## src/rtl/decode_seq.sv

```systemverilog
// Streaming ByteDecode_ELL sequencer: unpacks a little-endian byte stream
// into NUM_COEFFS coefficients of ELL bits over valid/ready handshakes.
module decode_seq #(
  parameter int ELL        = 8,
  parameter int NUM_COEFFS = 256
) (
  input  logic           clk,
  input  logic           rst_n,
  input  logic           start,
  input  logic           abort,
  input  logic           in_valid,
  input  logic [7:0]     in_byte,
  output logic           in_ready,
  output logic           out_valid,
  output logic [ELL-1:0] out_coeff,
  output logic [7:0]     out_index,
  input  logic           out_ready,
  output logic           busy,
  output logic           done
);

  localparam int ACC_W  = ELL + 7;
  localparam int NBW    = $clog2(ELL + 8);
  localparam int NBYTES = NUM_COEFFS * ELL / 8;
  localparam int BCW    = $clog2(NBYTES + 1);

  localparam logic [NBW-1:0] ELL_N  = NBW'(ELL);
  localparam logic [BCW-1:0] NB_MAX = BCW'(NBYTES);
  localparam logic [7:0]     LAST   = 8'(NUM_COEFFS - 1);

  typedef enum logic [1:0] {
    IDLE,
    RUN,
    DONE
  } state_e;

  state_e           state_q, state_d;
  logic [ACC_W-1:0] acc_q, acc_d;
  logic [NBW-1:0]   nbits_q, nbits_d;
  logic [BCW-1:0]   bytes_q, bytes_d;
  logic [7:0]       cnt_q, cnt_d;

  logic run;
  logic take;
  logic give;

  assign run       = (state_q == RUN);
  assign in_ready  = run && (nbits_q < ELL_N) && (bytes_q < NB_MAX);
  assign out_valid = run && (nbits_q >= ELL_N);
  assign take      = in_valid && in_ready;
  assign give      = out_valid && out_ready;
  assign out_coeff = acc_q[ELL-1:0];
  assign out_index = cnt_q;
  assign busy      = run;
  assign done      = (state_q == DONE);

  always_comb begin
    state_d = state_q;
    acc_d   = acc_q;
    nbits_d = nbits_q;
    bytes_d = bytes_q;
    cnt_d   = cnt_q;
    unique case (state_q)
      IDLE: begin
        if (start) state_d = RUN;
      end
      RUN: begin
        // take and give are mutually exclusive by the nbits split
        if (take) begin
          acc_d   = acc_q | (ACC_W'(in_byte) << nbits_q);
          nbits_d = nbits_q + NBW'(8);
          bytes_d = bytes_q + BCW'(1);
        end
        if (give) begin
          acc_d   = acc_q >> ELL;
          nbits_d = nbits_q - ELL_N;
          cnt_d   = cnt_q + 8'd1;
          if (cnt_q == LAST) begin
            state_d = DONE;
            cnt_d   = '0;
            bytes_d = '0;
          end
        end
      end
      DONE: state_d = IDLE;
      default: state_d = IDLE;
    endcase
    if (abort) begin
      state_d = IDLE;
      acc_d   = '0;
      nbits_d = '0;
      bytes_d = '0;
      cnt_d   = '0;
    end
  end

  always_ff @(posedge clk or negedge rst_n) begin
    if (!rst_n) begin
      state_q <= IDLE;
      acc_q   <= '0;
      nbits_q <= '0;
      bytes_q <= '0;
      cnt_q   <= '0;
    end else begin
      state_q <= state_d;
      acc_q   <= acc_d;
      nbits_q <= nbits_d;
      bytes_q <= bytes_d;
      cnt_q   <= cnt_d;
    end
  end

endmodule

```

## config.mk

```make
export PLATFORM = sky130hd
export DESIGN_NAME = decode_seq
export DESIGN_NICKNAME = d
export VERILOG_FILES = /design/src/rtl/decode_seq.sv
export SDC_FILE = /design/constraint.sdc
export NUM_CORES = 1
export LEC_CHECK = 0
export BUFFER_PORTS_ARGS = -buffer_cell sky130_fd_sc_hd__buf_4
export CAP_MARGIN = 20
export CORE_ASPECT_RATIO = 0.75
export CORE_UTILIZATION = 58
export CTS_CLUSTER_DIAMETER = 60
export DETAILED_ROUTE_END_ITERATION = 8
export MAX_ROUTING_LAYER = met4
export PLACE_DENSITY = 0.91
export SYNTH_ARGS = -nofsm -noshare
export SYNTH_HDL_FRONTEND = slang
export SYNTH_SLANG_ARGS = --single-unit
```

## constraint.sdc

```tcl
create_clock -name clk -period 4.55 [get_ports clk]
set_clock_uncertainty 0.2 [all_clocks]
set_input_delay 0.91 -clock clk [delete_from_list [all_inputs] [get_ports clk]]
set_output_delay 0.91 -clock clk [all_outputs]
set_load 0.005 [all_outputs]
```

Word level (Yosys, flattened, before mapping)
Cells that the tools add are included.

word-level totals
  bits in registers = 38
  input bits = 14
  output and inout port bits = 20

cells by class
  add/subtract/negate cells = 4
  $lt $le $gt $ge = 3
  eq/ne operators = 6
  shifts and indexed selects = 1
  muxes and demuxes = 22
  bitwise operators = 1
  reduce and logical (&&, ||, !) cells = 12

operators by type and width
  operator               count
  $mux W15               4
  $mux W9                5
  $mux W8                4
  $mux W4                4
  $or A15 B15 Y15        1
  $shl A8 B4 Y15         1
  $add A9 B1 Y9 const B  1
  $lt A9 B9 Y1 const B   1
  $add A8 B1 Y8 const B  1
  $eq A8 B8 Y1 const B   1
  $mux W2                4
  $ne A3 B2 Y1 const B   2
  $logic_and A1 B1 Y1    5
  $add A4 B4 Y4 const B  1
  $ge A4 B4 Y1 const B   1
  $lt A4 B4 Y1 const B   1
  $pmux W2 S2            1
  $reduce_and A2 Y1      2
  $reduce_bool A2 Y1     2
  $sub A4 B4 Y4 const B  1
  $ne A3 B3 Y1 const B   1
  $reduce_and A3 Y1      1
  $reduce_bool A3 Y1     1
  $eq A2 B1 Y1 const B   1
  2 further kinds        2

Longest topological paths before layout
Gate-level depths: netlist (run 1).

  word-level depth = 9
  gate-level depth with buffers = 6
  gate-level depth less buffers = 5

Least setup slack after synthesis (run 1)
OpenSTA, ideal clock, no wires.

  kind = input-to-reg
  start point = input abort
  end point = register bytes_q[8]
  library setup time = 73 ps
  arrival = 2063 ps
  slack = 2215 ps
  cell stages on the path = 5
  path through = buf_6 -> or3b_2 -> a31oi_2 -> a41oi_1 -> nor2_1

on the way
  cells in the longest elaborated chain, start to end = 1
  elaborated cells between the ends (all ways) = 2
  those cells by class = mux: 1; reduce/logical: 1

RTL lines
  what                                           line  source
  from (decl)                                    10    input logic abort,
  $mux W9 or $reduce_bool A2 Y1 (tied branches)  --
  to (signal assigned)                           108   bytes_q <= bytes_d;
  to (decl)                                      40    logic [BCW-1:0] bytes_q, bytes_d;

Parallel ways exist; a longest one is shown, timed or not.
A chain may end at the register's enable or synchronous reset.

Worst setup path after layout (run 1)
  start point = register state_q[1]
  end point = output in_ready

on the way
  cells in the longest elaborated chain, start to end = 3

RTL lines
  what                               line  source
  from (decl)                        37    state_e state_q, state_d;
  from (signal assigned)             105   state_q <= state_d;
  $eq A2 B1 Y1                       47    assign run = (state_q == RUN);
  $logic_and A1 B1 Y1 (2 in series)  48    assign in_ready = run && (nbits_q < ELL_N) && (bytes_q < NB_MAX);
  to (decl)                          13    output logic in_ready,

Every way passes these cells.

==> impl_metrics.py, run 1 <==
metrics = {
    "cts": {
        "cts_setup_buffers": 0,
        "cts-resized-gates": 0,
        "cts_buffers": 5,
        "cts-hold-fix-buffers": 0,
        "htree_levels": 2,
        "cts_tree": "done",
        "cts_sinks": 35,
        "root_buffer": "clkbuf_8",
        "cts.clk_slew.worst_paths_ns": 0.07,
        "cts.path.max_buffers": 2,
        "insertion_delay_ns": 0.29,
    },
    "route": {
        "drc": 0,
        "dr.first_iter.drc_count": 148,
        "totalWireLength_um": 3840,
        "dr_wl_met3_um": 246,
        "via_per_inst": 6.10,
        "met2_length_um": 1890,
        "wl_met1_um": 1680,
        "vias": 1471,
        "final_antenna_net_count": 0,
        "avgRoutedWirePerCell_um": 15.9,
        "top_layer": "met4",
        "first_pass_iters": 4,
    },
    "worst_setup_path": {
        "critPathKind": "flip-flop to output pin",
        "worstReg2RegStart": "state_q[1]$_DFFE_PN0P_",
        "crit_end": "in_ready",
        "slowest_delay_ns": 0.57,
        "crit_fanout": 8,
        "rr_worst_depth": 4,
        "ff2ff_setup_slack_ns": 2.12,
        "r2r-end": "acc_q[4]$_DFFE_PN0P_",
        "crit_cells": 3,
        "worstPathCellList": "or4b_4 -> inv_2 -> buf_4",
        "crit_path_end_kind": "output pin",
        "startpoint": "state_q[1]$_DFFE_PN0P_",
        "critical_path_required_ns": 3.44,
        "critical_path.top_delay_family": "simple AND/OR/NAND/NOR gates",
        "critical_path_buf_inv_count": 2,
        "cp.arrival_ns": 1.56,
        "slowest_stage": "or4b_4",
        "start_kind": "flip-flop",
    },
    "sta": {
        "relSlewSlack_pct": 40.1,
        "finalWorstSetupSlack_ns": 1.88,
        "slew_violations": 0,
        "fmax_ghz": 0.375,
        "whs_ns": 0.294,
        "finalWorstPathRequiredPeriod_ns": 2.67,
        "period_share_pct": 58.6,
        "final.setup.tns_ns": 0,
        "worst_pin_slew_ns": 0.895,
        "rsz0062_at_grt": "no",
        "setup_viol": 0,
        "hold_viol_final": 0,
    },
    "die": {
        "die_area_mm2": 0.00326,
        "io_pins": 34,
        "die_h_um": 49.7,
        "rows": 16,
        "dieWidth_um": 65.6,
        "start_util_pct": 64.1,
        "fp.coreArea_mm2": 0.00274,
    },
    "power": {
        "power.internal_w": 0.000446,
        "vdd_drop_max_v": 0.000214,
        "comb_power_share_pct": 9.4,
        "p_total_w": 0.000596,
        "power_density_mw_per_mm2": 293,
        "power_frac_seq_pct": 53.9,
        "p_sw_w": 0.000150,
        "sw_frac_of_total_pct": 25.1,
        "power_frac_clock_pct": 36.7,
        "leakage_nw": 0.973,
    },
    "placed_design": {
        "gp_congestion": 0.815,
        "dp_slack_ns": 1.88,
        "io_buffers": 33,
        "hpwlAfterDp_um": 2670,
    },
    "layout": {
        "area_delta_synth_final_pct": 15.6,
        "drive_above_1_share_pct": 24.9,
        "seqCellArea_um2": 876,
        "n_fill_cell": 186,
        "multi_input_area_um2": 772,
        "fin_util_pct": 74.1,
        "nets": 220,
        "n_antenna_cell": 0,
    },
    "yosys": {
        "synth_nets": 197,
        "syn_area_per_cell_um2": 9.71,
        "synth_cell_types": 45,
        "synthCells": 181,
        "postSynth.asyncResetShare_pct": 100,
        "ys_seq_area_share_pct": 49.8,
        "synthFlopType": "dfrtp_1",
        "synth_edf_count": 0,
        "ys_warn_count": 0,
        "yosys_register_bits": 35,
        "syn_area_mm2": 0.00176,
    },
    "global_routing": {
        "grtUsageTotal_pct": 26.7,
        "first_global_vias": 1382,
        "grt_max_degree": 36,
        "grt_pass1_wl_um": 6260,
        "overflow": 0,
        "antenna_found_initial": 0,
    },
    "worst_hold_path": {
        "hp-class": "flip-flop to flip-flop",
    },
    "job": {
        "max_cap_viol_count": 0,
    },
    "run_status": {
        "status": "finished, final reports clean",
    },
}
## Yosys cell counts, drive strengths merged, types with 2 or more instances
cell type | number | area (um^2)
a31oi | 2 | 18.8
clkbuf | 6 | 22.5
a21o | 2 | 15.0
nand2b | 2 | 12.5
ha | 2 | 25.0
and3 | 4 | 25.0
nor4 | 2 | 12.5
buf | 11 | 80.1
nand3 | 8 | 45.0
nand4 | 4 | 25.0
and2 | 9 | 56.3
nor3 | 11 | 55.1
mux2i | 4 | 40.0
nand2 | 14 | 52.6
xor2 | 3 | 26.3
nor2 | 17 | 63.8
dfrtp | 35 | 876
o21ai | 3 | 15.0
and2b | 2 | 17.5
a211oi | 7 | 52.6
inv | 2 | 7.50
a21oi | 14 | 70.1
## power by group through the flow
stage                     sequential [W]  clock, W  combinational, W
after floorplan                 0.000326         0         0.0000328
final                           0.000321  0.000218         0.0000560
after global placement          0.000327         0         0.0000535
after global routing            0.000322  0.000239         0.0000612
after CTS                       0.000321  0.000221         0.0000557
after detailed placement        0.000327         0         0.0000554
## layer usage
| metal | vias up | GRT usage (%) |
|---|---|---|
| li1 | 684 | - |
| met1 | 722 | 33.5 |
| met2 | 61 | 42.3 |
| met3 | 4 | 7.64 |
| met4 | 0 | 7.61 |
| met5 | - | - |
## layout make-up
type | instances | share of cell area (%)
Clock buffer | 5 | 3.39
Multi-Input combinational cell | 127 | 38.0
Sequential cell | 35 | 43.1
Inverter | 2 | 0.369
Clock inverter | 3 | 0.739
Tap cell | 36 | 2.22
Timing Repair Buffer | 33 | 12.2
## metrics by stage
stage	area [um^2]	std cells
4_1_cts	2030	241
6_report	2030	241
5_1_grt	2030	241
3_5_place_dp	1950	233
3_3_place_gp	1950	233
2_1_floorplan	1760	181
## cell families (layout without fill, tap and decap cells)
family,Yosys count,after routing,share of synthesized area [%]
XOR/XNOR,3,3,1.49
multiplexers,4,4,2.28
AND/OR/NAND/NOR,85,85,26.5
flip-flops,35,35,49.8
AO/OA/AOI/OAI,33,33,12.2
adder cells (fa/ha/maj),2,2,1.42
buffers and inverters,19,43,6.26
## sequential cells by signal, indices dropped and copies added (netlist names)
name       flops
nbits_q        1
out_index      8
state_q        2
bytes_q        9
acc_q         15
## worst min-delay path by stage
stage	startpoint	endpoint	slack [ns]	cells after the start
final	acc_q[11]$_DFFE_PN0P_	acc_q[11]$_DFFE_PN0P_	0.29	1
after CTS	acc_q[13]$_DFFE_PN0P_	acc_q[13]$_DFFE_PN0P_	0.29	1
after detailed placement	acc_q[13]$_DFFE_PN0P_	acc_q[13]$_DFFE_PN0P_	0.27	1
after global placement	acc_q[12]$_DFFE_PN0P_	acc_q[12]$_DFFE_PN0P_	0.27	1
after global routing	acc_q[11]$_DFFE_PN0P_	acc_q[11]$_DFFE_PN0P_	0.30	1
after floorplan	acc_q[10]$_DFFE_PN0P_	acc_q[10]$_DFFE_PN0P_	0.25	1
## placed cells by master (no fill, tap or decap), drive strengths merged, types with 2 or more instances in the layout
cell	instances
nor3	11
nor4	2
and3	4
nand3	8
a21oi	14
a211oi	7
xor2	3
nand4	4
clkinv	3
a21o	2
and2b	2
mux2i	4
and2	9
a31oi	2
ha	2
dfrtp	35
buf	33
nand2b	2
clkbuf	5
nor2	17
inv	2
nand2	14
o21ai	3
Power figures use the tool's default switching activity.
==> inputs of run 2 (changes only) <==
Settings changed: ABC_AREA set to 1, CORE_UTILIZATION 58 to 57, PLACE_DENSITY 0.91 to 0.88.
Clock period 4.55 ns to 2.5 ns, I/O delays scaled along.
==> run 2 against run 1 <==
Effect of this change:
- die area rose by 26%
- count of clock-buffer cells in the layout rose by 2
- worst hold slack got worse by 0.0088 ns
- largest cell class is now multi-input combinational cells
- critical path type unchanged
==> impl_metrics.py, run 2 <==
metrics = {
    "worst_hold_path": {
        "whs_path_depth": 3,
        "min_to": "state_q[0]$_DFFE_PN0P_",
        "hp-class": "input port to flip-flop",
        "hold_start": "start",
    },
    "layout": {
        "regMostFlops": "acc_q",
        "drive_above_1_share_pct": 18.4,
        "n_antenna_cell": 0,
        "final_cell_area_mm2": 0.00252,
        "final_common_cell": "nand2_1",
        "nets": 352,
        "final_cell_mix": "105 x nand2_1, 35 x inv_1, 35 x dfrtp_1, 35 x buf_4, 30 x nand3_1",
        "largest_reg_flops": 15,
        "area_delta_synth_final_pct": 15.3,
    },
    "yosys": {
        "synth_compound_area_share_pct": 8.35,
        "yosysMostFrequentCell": "nand2_1",
        "syn_area_per_cell_um2": 7.13,
        "synth_top_family_by_area": "simple AND/OR/NAND/NOR gates",
        "postSynth.asyncResetShare_pct": 100,
        "yosys_register_bits": 35,
        "synthSimpleGateAreaFrac_pct": 39.1,
        "synth_cell_types": 26,
        "synthMuxAreaShare_pct": 0,
        "synth_xor_area_share_pct": 0,
        "synth_top_area_share_pct": 40.0,
        "synth_nets": 323,
        "synthFlopType": "dfrtp_1",
        "synth_common_cells": "105 x nand2_1, 35 x dfrtp_1, 35 x inv_1",
        "ys_seq_area_share_pct": 40.0,
        "synthCells": 307,
        "yosys.area_share.adder_pct": 1.14,
        "ys_warn_count": 0,
        "syn_area_mm2": 0.00219,
        "synth_area_leaders": "dfrtp_1 40%, nand2_1 18%, nand3_1 6.9%, inv_1 6.0%, nor2_1 3.9%",
        "yosysTopAreaCell": "dfrtp_1",
        "synth_edf_count": 0,
    },
    "power": {
        "comb_power_share_pct": 30.5,
        "p_sw_w": 0.000621,
        "leakage_nw": 1.32,
        "sw_frac_of_total_pct": 36.0,
        "power_frac_clock_pct": 26.9,
        "power_frac_seq_pct": 42.5,
        "power_density_mw_per_mm2": 683,
        "vdd_drop_max_v": 0.000460,
        "power.internal_w": 0.00110,
    },
    "worst_setup_path": {
        "slowest_delay_ns": 0.41,
        "crit_fanout": 7,
        "worstReg2RegStart": "state_q[1]$_DFFE_PN0P_",
        "r2r-end": "acc_q[2]$_DFFE_PN0P_",
        "critical_path_required_ns": 1.80,
        "ff2ff_setup_slack_ns": 0.51,
        "worstPathCellList": "inv_1 -> nand2_2 -> nor2_4 -> buf_4",
        "cp.arrival_ns": 1.32,
        "crit_path_end_kind": "output pin",
        "slowest_stage": "dfrtp_1",
        "rr_worst_depth": 6,
        "start_kind": "flip-flop",
        "critPathKind": "flip-flop to output pin",
    },
    "global_routing": {
        "grt_max_degree": 36,
        "grtUsageTotal_pct": 27.5,
        "first_global_vias": 1858,
        "antenna_found_initial": 0,
        "overflow": 0,
        "grt_pass1_wl_um": 8390,
    },
    "route": {
        "vias": 2089,
        "first_pass_iters": 4,
        "avgRoutedWirePerCell_um": 12.5,
        "top_layer": "met4",
        "met2_length_um": 2240,
        "final_antenna_net_count": 0,
        "drc": 0,
        "via_per_inst": 5.37,
        "dr.first_iter.drc_count": 226,
        "totalWireLength_um": 4870,
        "dr_wl_met3_um": 284,
        "wl_met1_um": 2280,
    },
    "sta": {
        "finalWorstPathRequiredPeriod_ns": 2.02,
        "setup_viol": 0,
        "fmax_ghz": 0.496,
        "relSlewSlack_pct": 56.1,
        "final.setup.tns_ns": 0,
        "period_share_pct": 80.7,
        "worst_pin_slew_ns": 0.656,
        "slew_violations": 0,
        "rsz0062_at_grt": "no",
        "hold_viol_final": 0,
    },
    "cts": {
        "cts_buffers": 5,
        "cts.clk_slew.worst_paths_ns": 0.07,
        "cts_setup_buffers": 0,
        "root_buffer": "clkbuf_8",
        "cts.path.max_buffers": 2,
        "insertion_delay_ns": 0.29,
        "htree_levels": 2,
        "cts-hold-fix-buffers": 1,
        "cts-resized-gates": 0,
        "cts_sinks": 35,
        "cts_tree": "done",
    },
    "die": {
        "die_h_um": 55.7,
        "rows": 19,
        "dieWidth_um": 73.5,
        "start_util_pct": 59.8,
        "die_area_mm2": 0.00409,
        "io_pins": 34,
        "fp.coreArea_mm2": 0.00366,
    },
    "placed_design": {
        "place_area_mm2": 0.00241,
        "gp_congestion": 0.855,
        "io_buffers": 33,
        "hpwlAfterDp_um": 3400,
    },
    "job": {
        "max_cap_viol_count": 0,
    },
    "run_status": {
        "status": "finished, final reports clean",
    },
}
[run 2: cell types whose count changed in the layout (fill, tap and decap cells not counted), moves of 4 or more]
cell	before	now
nor3_1	11	0
o21ai_1	0	14
nand3_1	7	30
nor2_1	17	23
and3_1	4	0
and2_1	9	0
nand2_2	0	5
a21oi_1	14	9
mux2i_1	4	0
inv_1	1	35
nand2_1	14	105
a211oi_1	7	0
nand4_1	4	8
[run 2: per-stage QoR]
step                      util, %  power, W  hold WS, ns  setup slack [ns]  cells
final                        68.9   0.00172        0.285             0.482    389
after CTS                    68.9   0.00173        0.282             0.496    389
after global placement       65.8   0.00125        0.280             0.615    380
after detailed placement     65.8   0.00127        0.283             0.533    380
after floorplan                 -   0.00113      0.00441             0.864    307
after global routing         68.9   0.00184        0.310             0.393    389
[run 2: worst max-delay path by stage]
stage                        startpoint                endpoint  slack [ns]  cells past startpoint
4_1_cts          state_q[1]$_DFFE_PN0P_                in_ready        0.50                      4
3_5_place_dp                   in_valid    acc_q[1]$_DFFE_PN0P_        0.53                      6
2_1_floorplan  out_index[0]$_DFFE_PN0P_  bytes_q[8]$_DFFE_PN0P_        0.86                      8
3_3_place_gp                   in_valid    acc_q[0]$_DFFE_PN0P_        0.62                      6
5_1_grt          state_q[1]$_DFFE_PN0P_    acc_q[1]$_DFFE_PN0P_        0.39                      6
6_report         state_q[1]$_DFFE_PN0P_                in_ready        0.48                      4
[run 2: power by group through the flow]
stage	sequential (W)	clock, W	combinational [W]
floorplan	0.000723	0	0.000405
global placement	0.000738	0	0.000507
detailed placement	0.000742	0	0.000523
CTS	0.000731	0.000469	0.000527
global route	0.000745	0.000490	0.000605
finish	0.000733	0.000463	0.000526
[run 2: worst max-delay path, delay by kind of cell, from the launching register on]
kind	cells	cell delay, ns
buffers and inverters	2	0.26
DFF	1	0.41
and+or+nand+nor	2	0.36
[run 2: cells by family (layout without fill, tap and decap cells)]
| logic type | after synthesis | in the layout |
|---|---|---|
| AO/OA/AOI/OAI | 34 | 34 |
| flip-flops | 35 | 35 |
| AND/OR/NAND/NOR | 184 | 184 |
| buffers and inverters | 52 | 82 |
| adder cells (fa/ha/maj) | 2 | 2 |
[run 2: layout make-up]
type / count / area (um^2)
multi-input cells: 220 / 1060
clock buffers: 7 / 96.3
fillers: 299 / 1140
repair buffers: 36 / 273
flip-flops and latches: 35 / 876
well taps: 52 / 65.1
clock inverters: 1 / 7.51
inverters: 38 / 143
[run 2: metal layers]
metal  vias to the layer above  GRT usage, %
li1                       1025             -
met1                       980          37.9
met2                        77          41.4
met3                         7          4.89
met4                         0          8.52
met5                         -             -
